File: src/rtl/video_timing_scaler.sv
// Raster timing generator for a parameterised video mode. It adds integer pixel
// replication, sync polarity selection and a built-in test pattern.
module video_timing_scaler #(
    parameter int H_ACTIVE  = 640,
    parameter int H_FP      = 16,
    parameter int H_SYNC    = 96,
    parameter int H_BP      = 48,
    parameter int V_ACTIVE  = 480,
    parameter int V_FP      = 10,
    parameter int V_SYNC    = 2,
    parameter int V_BP      = 33,
    parameter int HSYNC_POL = 0,
    parameter int VSYNC_POL = 0,
    parameter int SCALE_X   = 1,
    parameter int SCALE_Y   = 1,
    parameter int CNT_W     = 12
) (
    input  logic             clk_pixel,
    input  logic             rst,
    input  logic             test_picture,
    input  logic [7:0]       red,
    input  logic [7:0]       green,
    input  logic [7:0]       blue,
    output logic             fetch_next,
    output logic             next_line,
    output logic             repeat_line,
    output logic             next_field,
    output logic [7:0]       vga_r,
    output logic [7:0]       vga_g,
    output logic [7:0]       vga_b,
    output logic             vga_hsync,
    output logic             vga_vsync,
    output logic             vga_blank,
    output logic [CNT_W-1:0] hcount,
    output logic [CNT_W-1:0] vcount
);
    localparam int H_TOTAL = H_ACTIVE + H_FP + H_SYNC + H_BP;
    localparam int V_TOTAL = V_ACTIVE + V_FP + V_SYNC + V_BP;

    localparam logic [CNT_W-1:0] H_LAST     = CNT_W'(H_TOTAL - 1);
    localparam logic [CNT_W-1:0] V_LAST     = CNT_W'(V_TOTAL - 1);
    localparam logic [CNT_W-1:0] H_ACT      = CNT_W'(H_ACTIVE);
    localparam logic [CNT_W-1:0] V_ACT      = CNT_W'(V_ACTIVE);
    localparam logic [CNT_W-1:0] H_ACT_LAST = CNT_W'(H_ACTIVE - 1);
    localparam logic [CNT_W-1:0] V_ACT_LAST = CNT_W'(V_ACTIVE - 1);
    localparam logic [CNT_W-1:0] HS_START   = CNT_W'(H_ACTIVE + H_FP);
    localparam logic [CNT_W-1:0] HS_END     = CNT_W'(H_ACTIVE + H_FP + H_SYNC);
    localparam logic [CNT_W-1:0] VS_START   = CNT_W'(V_ACTIVE + V_FP);
    localparam logic [CNT_W-1:0] VS_END     = CNT_W'(V_ACTIVE + V_FP + V_SYNC);
    localparam logic [CNT_W-1:0] SX_MASK    = CNT_W'(SCALE_X - 1);
    localparam logic [CNT_W-1:0] SY_MASK    = CNT_W'(SCALE_Y - 1);
    localparam logic             HS_ON      = (HSYNC_POL != 0);
    localparam logic             VS_ON      = (VSYNC_POL != 0);

    generate
        if (!(SCALE_X == 1 || SCALE_X == 2 || SCALE_X == 4) ||
            !(SCALE_Y == 1 || SCALE_Y == 2 || SCALE_Y == 4)) begin : g_bad_scale
            $error("video_timing_scaler: SCALE_X/SCALE_Y must be 1, 2 or 4");
        end
        if ((H_ACTIVE % SCALE_X) != 0 || (V_ACTIVE % SCALE_Y) != 0) begin : g_bad_active
            $error("video_timing_scaler: active size must be a multiple of the scale");
        end
        if (CNT_W < 8 || H_TOTAL > (1 << CNT_W) || V_TOTAL > (1 << CNT_W)) begin : g_bad_width
            $error("video_timing_scaler: CNT_W too small for the timing totals");
        end
    endgenerate

    logic [CNT_W-1:0] h;
    logic [CNT_W-1:0] v;

    always_ff @(posedge clk_pixel) begin
        if (rst) begin
            h <= '0;
            v <= '0;
        end else if (h == H_LAST) begin
            h <= '0;
            v <= (v == V_LAST) ? '0 : v + CNT_W'(1);
        end else begin
            h <= h + CNT_W'(1);
        end
    end

    logic active;
    logic h_sync_win;
    logic v_sync_win;
    logic line_end;
    logic last_sub_line;

    assign active        = (h < H_ACT) && (v < V_ACT);
    assign h_sync_win    = (h >= HS_START) && (h < HS_END);
    assign v_sync_win    = (v >= VS_START) && (v < VS_END);
    assign line_end      = !rst && active && (h == H_ACT_LAST);
    assign last_sub_line = ((v & SY_MASK) == SY_MASK);

    // Source handshake: the source presents a pixel and holds it; fetch_next high
    // in a cycle means the pixel is consumed at the following clock edge and the
    // source must present its next one. Line/field pulses reposition the source
    // at the same edge and take priority over the fetch advance.
    assign fetch_next  = !rst && active && ((h & SX_MASK) == SX_MASK);
    assign next_line   = line_end && last_sub_line && (v != V_ACT_LAST);
    assign repeat_line = line_end && !last_sub_line && (v != V_ACT_LAST);
    assign next_field  = !rst && (h == H_LAST) && (v == V_LAST);

    assign hcount = h;
    assign vcount = v;

    // One register stage keeps colour, syncs and blank aligned with each other.
    always_ff @(posedge clk_pixel) begin
        if (rst) begin
            vga_r     <= 8'd0;
            vga_g     <= 8'd0;
            vga_b     <= 8'd0;
            vga_blank <= 1'b1;
            vga_hsync <= ~HS_ON;
            vga_vsync <= ~VS_ON;
        end else begin
            vga_blank <= !active;
            vga_hsync <= h_sync_win ? HS_ON : ~HS_ON;
            vga_vsync <= v_sync_win ? VS_ON : ~VS_ON;
            if (!active) begin
                vga_r <= 8'd0;
                vga_g <= 8'd0;
                vga_b <= 8'd0;
            end else if (test_picture) begin
                vga_r <= h[7:0];
                vga_g <= v[7:0];
                vga_b <= h[7:0] ^ v[7:0];
            end else begin
                vga_r <= red;
                vga_g <= green;
                vga_b <= blue;
            end
        end
    end
endmodule

File: config.mk
export PLATFORM = sky130hd
export DESIGN_NAME = video_timing_scaler
export DESIGN_NICKNAME = d
export VERILOG_FILES = /design/src/rtl/video_timing_scaler.sv
export SDC_FILE = /design/constraint.sdc
export NUM_CORES = 1
export LEC_CHECK = 0
export ABC_AREA = 1
export BUFFER_PORTS_ARGS = -buffer_cell sky130_fd_sc_hd__buf_2
export CAP_MARGIN = 20
export CORE_MARGIN = 2
export CORE_UTILIZATION = 50
export CTS_CLUSTER_DIAMETER = 80
export CTS_CLUSTER_SIZE = 8
export DETAILED_ROUTE_END_ITERATION = 10
export PLACE_DENSITY = 0.79
export SYNTH_ARGS = -nofsm -noshare
export SYNTH_HDL_FRONTEND = slang
export SYNTH_SLANG_ARGS = --single-unit
File: constraint.sdc
create_clock -name clk_pixel -period 3.7 [get_ports clk_pixel]
set_input_delay 0.185 -clock clk_pixel [delete_from_list [all_inputs] [get_ports clk_pixel]]
set_output_delay 0.185 -clock clk_pixel [all_outputs]
set_load 0.01 [all_outputs]
==> flow_summary.ini <==
[timing]
timing_worst_slew_pin_value_ns = 0.669
tns_ns = 0
setup_repair_after_global_routing_missed_its_margin = no
setup_viol = 0
drv_slew = 0
max_freq_mhz = 472
final_min_period_over_clock_period_pct = 57.2
timing.max_slew.rel_slack_pct = 55.3
finalClockSkew_ns = 0.00593
hold_viol = 0
min_tclk_post_route_ns = 2.12
worst_hold_slack_ns = 0.123

[route]
route.met3.wl_um = 364
drt_first_pass_iters = 4
top_layer = met4
dr_total_vias = 2462
ant_nets = 0
postRouteWirelength_um = 6180
wl_met2_um = 2880
avgRoutedWirePerCell_um = 12.5
drt_iter0_drc = 123
met1Wirelength_um = 2860
count_of_unresolved_drc_violations_after_routing = 0
vias_per_cell = 4.98

[critical_path]
worstSetupPathType = reg -> out
worst_path_max_delay_cell = sky130_fd_sc_hd__dfxtp_1
path_cells = ha_1 -> nand2_2 -> nor2_2 -> nand2_2 -> nor2_4 -> inv_1 -> nor3_1 -> buf_2
startpoint_class_of_the_critical_path = register
r2r_setup_slack_ns = 1.94
worst_ep_required_time_ns = 3.51
reg2reg_from = hcount[0]
worst_setup_path_end_kind = output port
worstPathArrival_ns = 1.93
worst_reg_to_reg_cells = 8
cp_common_cell = sky130_fd_sc_hd__nand2_2
worst_r2r_endpoint = vcount[3]
cpPeakStageDelay_ns = 0.43
cp_max_fanout = 16

[yosys]
mappedNetlistArea_sq_um = 2450
syn-instance-count = 351
synthesized_net_count = 382
synth-seq-area-share_pct = 41.7
ys_types = 30
post_synth.cell_area_avg_sq_um = 6.98
synth-seq-cells = 51
synth.yosys.warnings = 0

[cts]
path_clk_slew_ns = 0.09
cts_inserted_buffers = 5
tritoncts = done
post_cts_resized = 0
holdBufCountCts = 0
clockRootBuffer = sky130_fd_sc_hd__clkbuf_8
ctsHtreeMaxLevel = 2
post_cts.repair.setup_buffers = 0
ctsLongestPathBuffers = 2
cts.sinks = 51
clock_latency_ns = 0.30

[power]
seq_power_share_pct = 55.3
max-vdd-ir-drop_mv = 0.179
clk_network_pwr_share_pct = 36.4
netSwitchingFraction_pct = 22.8
total_switching_power_uw = 235
total_internal_power_uw = 796
total_leakage_power_nw = 1.46
p_per_area_nw_per_um2 = 347
comb_power_share_pct = 8.3

[floorplan]
floorplan.initialDensity_pct = 51.9
core_sq_um = 4720
die_h_um = 74.0
die_area_sq_um = 5480
pin_count = 82
die_x_um = 74.0
site_rows = 25

[run_status]
outcome = completed

[grt]
wire_length_of_the_first_global_routing_pass_um = 9920
grt_antenna_before_repair = 0
grt_overflow_total = 0
grt_max_degree = 28
grt_use_total_pct = 23.4
grt_pass1_vias = 2144

[worst_hold_path]
hold_path_end = vga_g[6]
hold_path.startpoint = green[6]
worst_hold_path.num_cells = 3
worst_hold_path_type = in -> reg

[place]
port_buffers = 80
dp_hpwl_um = 4640
place_congestion = 0.941

[flow_run]
maxCapViolCount = 0

[final_layout]
layout_stage_area_growth_over_the_synthesis_result_pct = 21.2
antenna_cells_inserted = 0
post_route_cells_drive_above_1_share_pct = 26.5
num-nets-final = 458
fill_cells = 443
-- per-stage QoR --
step | total power, mW | util, % | instances | setup WS, ns | instance area, sq um
floorplan | 0.634 | - | 351 | 2.14 | 2450
global route | 1.07 | 62.9 | 494 | 1.40 | 2970
finish | 1.03 | 62.9 | 494 | 1.58 | 2970
global placement | 0.667 | 60.6 | 487 | 2.00 | 2860
CTS | 1.04 | 62.9 | 494 | 1.59 | 2970
detailed placement | 0.669 | 60.6 | 487 | 1.96 | 2860
-- cell families after synthesis --
| logic type | after synthesis | synth area share, % |
|---|---|---|
| simple gates | 203 | 36.3 |
| flops | 51 | 41.7 |
| buf+inv | 50 | 8.88 |
| compound gates | 38 | 9.39 |
| fa+ha+maj | 4 | 2.04 |
| xor+xnor | 3 | 1.07 |
| other cells | 1 | 0.153 |
| mux | 1 | 0.459 |
-- cells in the final DEF, fill, tap and decap left out, types with 8 or more instances in the layout --
master and instances:
sky130_fd_sc_hd__a21oi_2 8, sky130_fd_sc_hd__dfxtp_1 51, sky130_fd_sc_hd__buf_2 80, sky130_fd_sc_hd__nor3_1 10
sky130_fd_sc_hd__nand3_1 24, sky130_fd_sc_hd__o21ai_0 10, sky130_fd_sc_hd__inv_1 37, sky130_fd_sc_hd__nor2_1 52
sky130_fd_sc_hd__nand2_1 97, sky130_fd_sc_hd__a21oi_1 18
-- layer usage --
layer	track usage (%)	vias up
met5	0	-
met4	7.27	0
met3	5.15	7
met2	38.0	79
met1	31.2	1123
li1	-	1253
-- Yosys cell counts (all sizes together) --
cell	count	area (sq um)
a21oi	26	160
buf	10	67.6
clkbuf	1	3.75
conb	1	3.75
dfxtp	51	1020
ha	4	50.1
inv	39	146
mux2	1	11.3
nand2	102	400
nand3	26	148
nand4	5	31.3
nor2	58	238
nor3	11	66.3
nor3b	1	7.51
o211ai	1	7.51
o21ai	10	50.1
o22ai	1	12.5
xnor2	1	8.76
xor2	2	17.5
-- worst max path at each step --
stage | to | slack (ns) | startpoint | depth (start not counted)
after floorplan | next_field | 2.14 | hcount[0] | 7
after global placement | next_field | 2.00 | hcount[0] | 8
after detailed placement | next_field | 1.96 | hcount[0] | 8
after CTS | next_field | 1.59 | hcount[0] | 8
after global routing | next_field | 1.40 | hcount[0] | 8
final | next_field | 1.58 | hcount[0] | 8
-- flip-flops by register name, summed over array words and instances (netlist names) --
name	count
hcount	12
vcount	12
vga_b	8
vga_blank	1
vga_g	8
vga_hsync	1
vga_r	8
vga_vsync	1
-- power by group through the flow --
stage	Sequential [mW]	Combinational [mW]	Clock [mW]
after floorplan	0.591	0.0435	0
after CTS	0.570	0.0866	0.382
final	0.570	0.0860	0.375
after detailed placement	0.583	0.0862	0
after global routing	0.572	0.0966	0.402
after global placement	0.582	0.0848	0
-- cell type report --
cell class	count	area (sq um)	share of cell area (%)
Clock buffer	5	68.8	2.32
Clock inverter	2	37.5	1.26
Inverter	39	146	4.93
Multi-Input combinational cell	250	1210	40.8
Sequential cell	51	1020	34.4
Tap cell	67	83.8	2.82
Timing Repair Buffer	80	400	13.5
-- worst max-delay path, delay by kind of cell, from the launching register on --
kind                       cells  cell delay [ns]
and+or+nand+nor                5             0.73
DFF                            1             0.43
buffers and inverters          2             0.25
adders and majority gates      1             0.22
No activity file was read; power rests on OpenSTA's default activity.
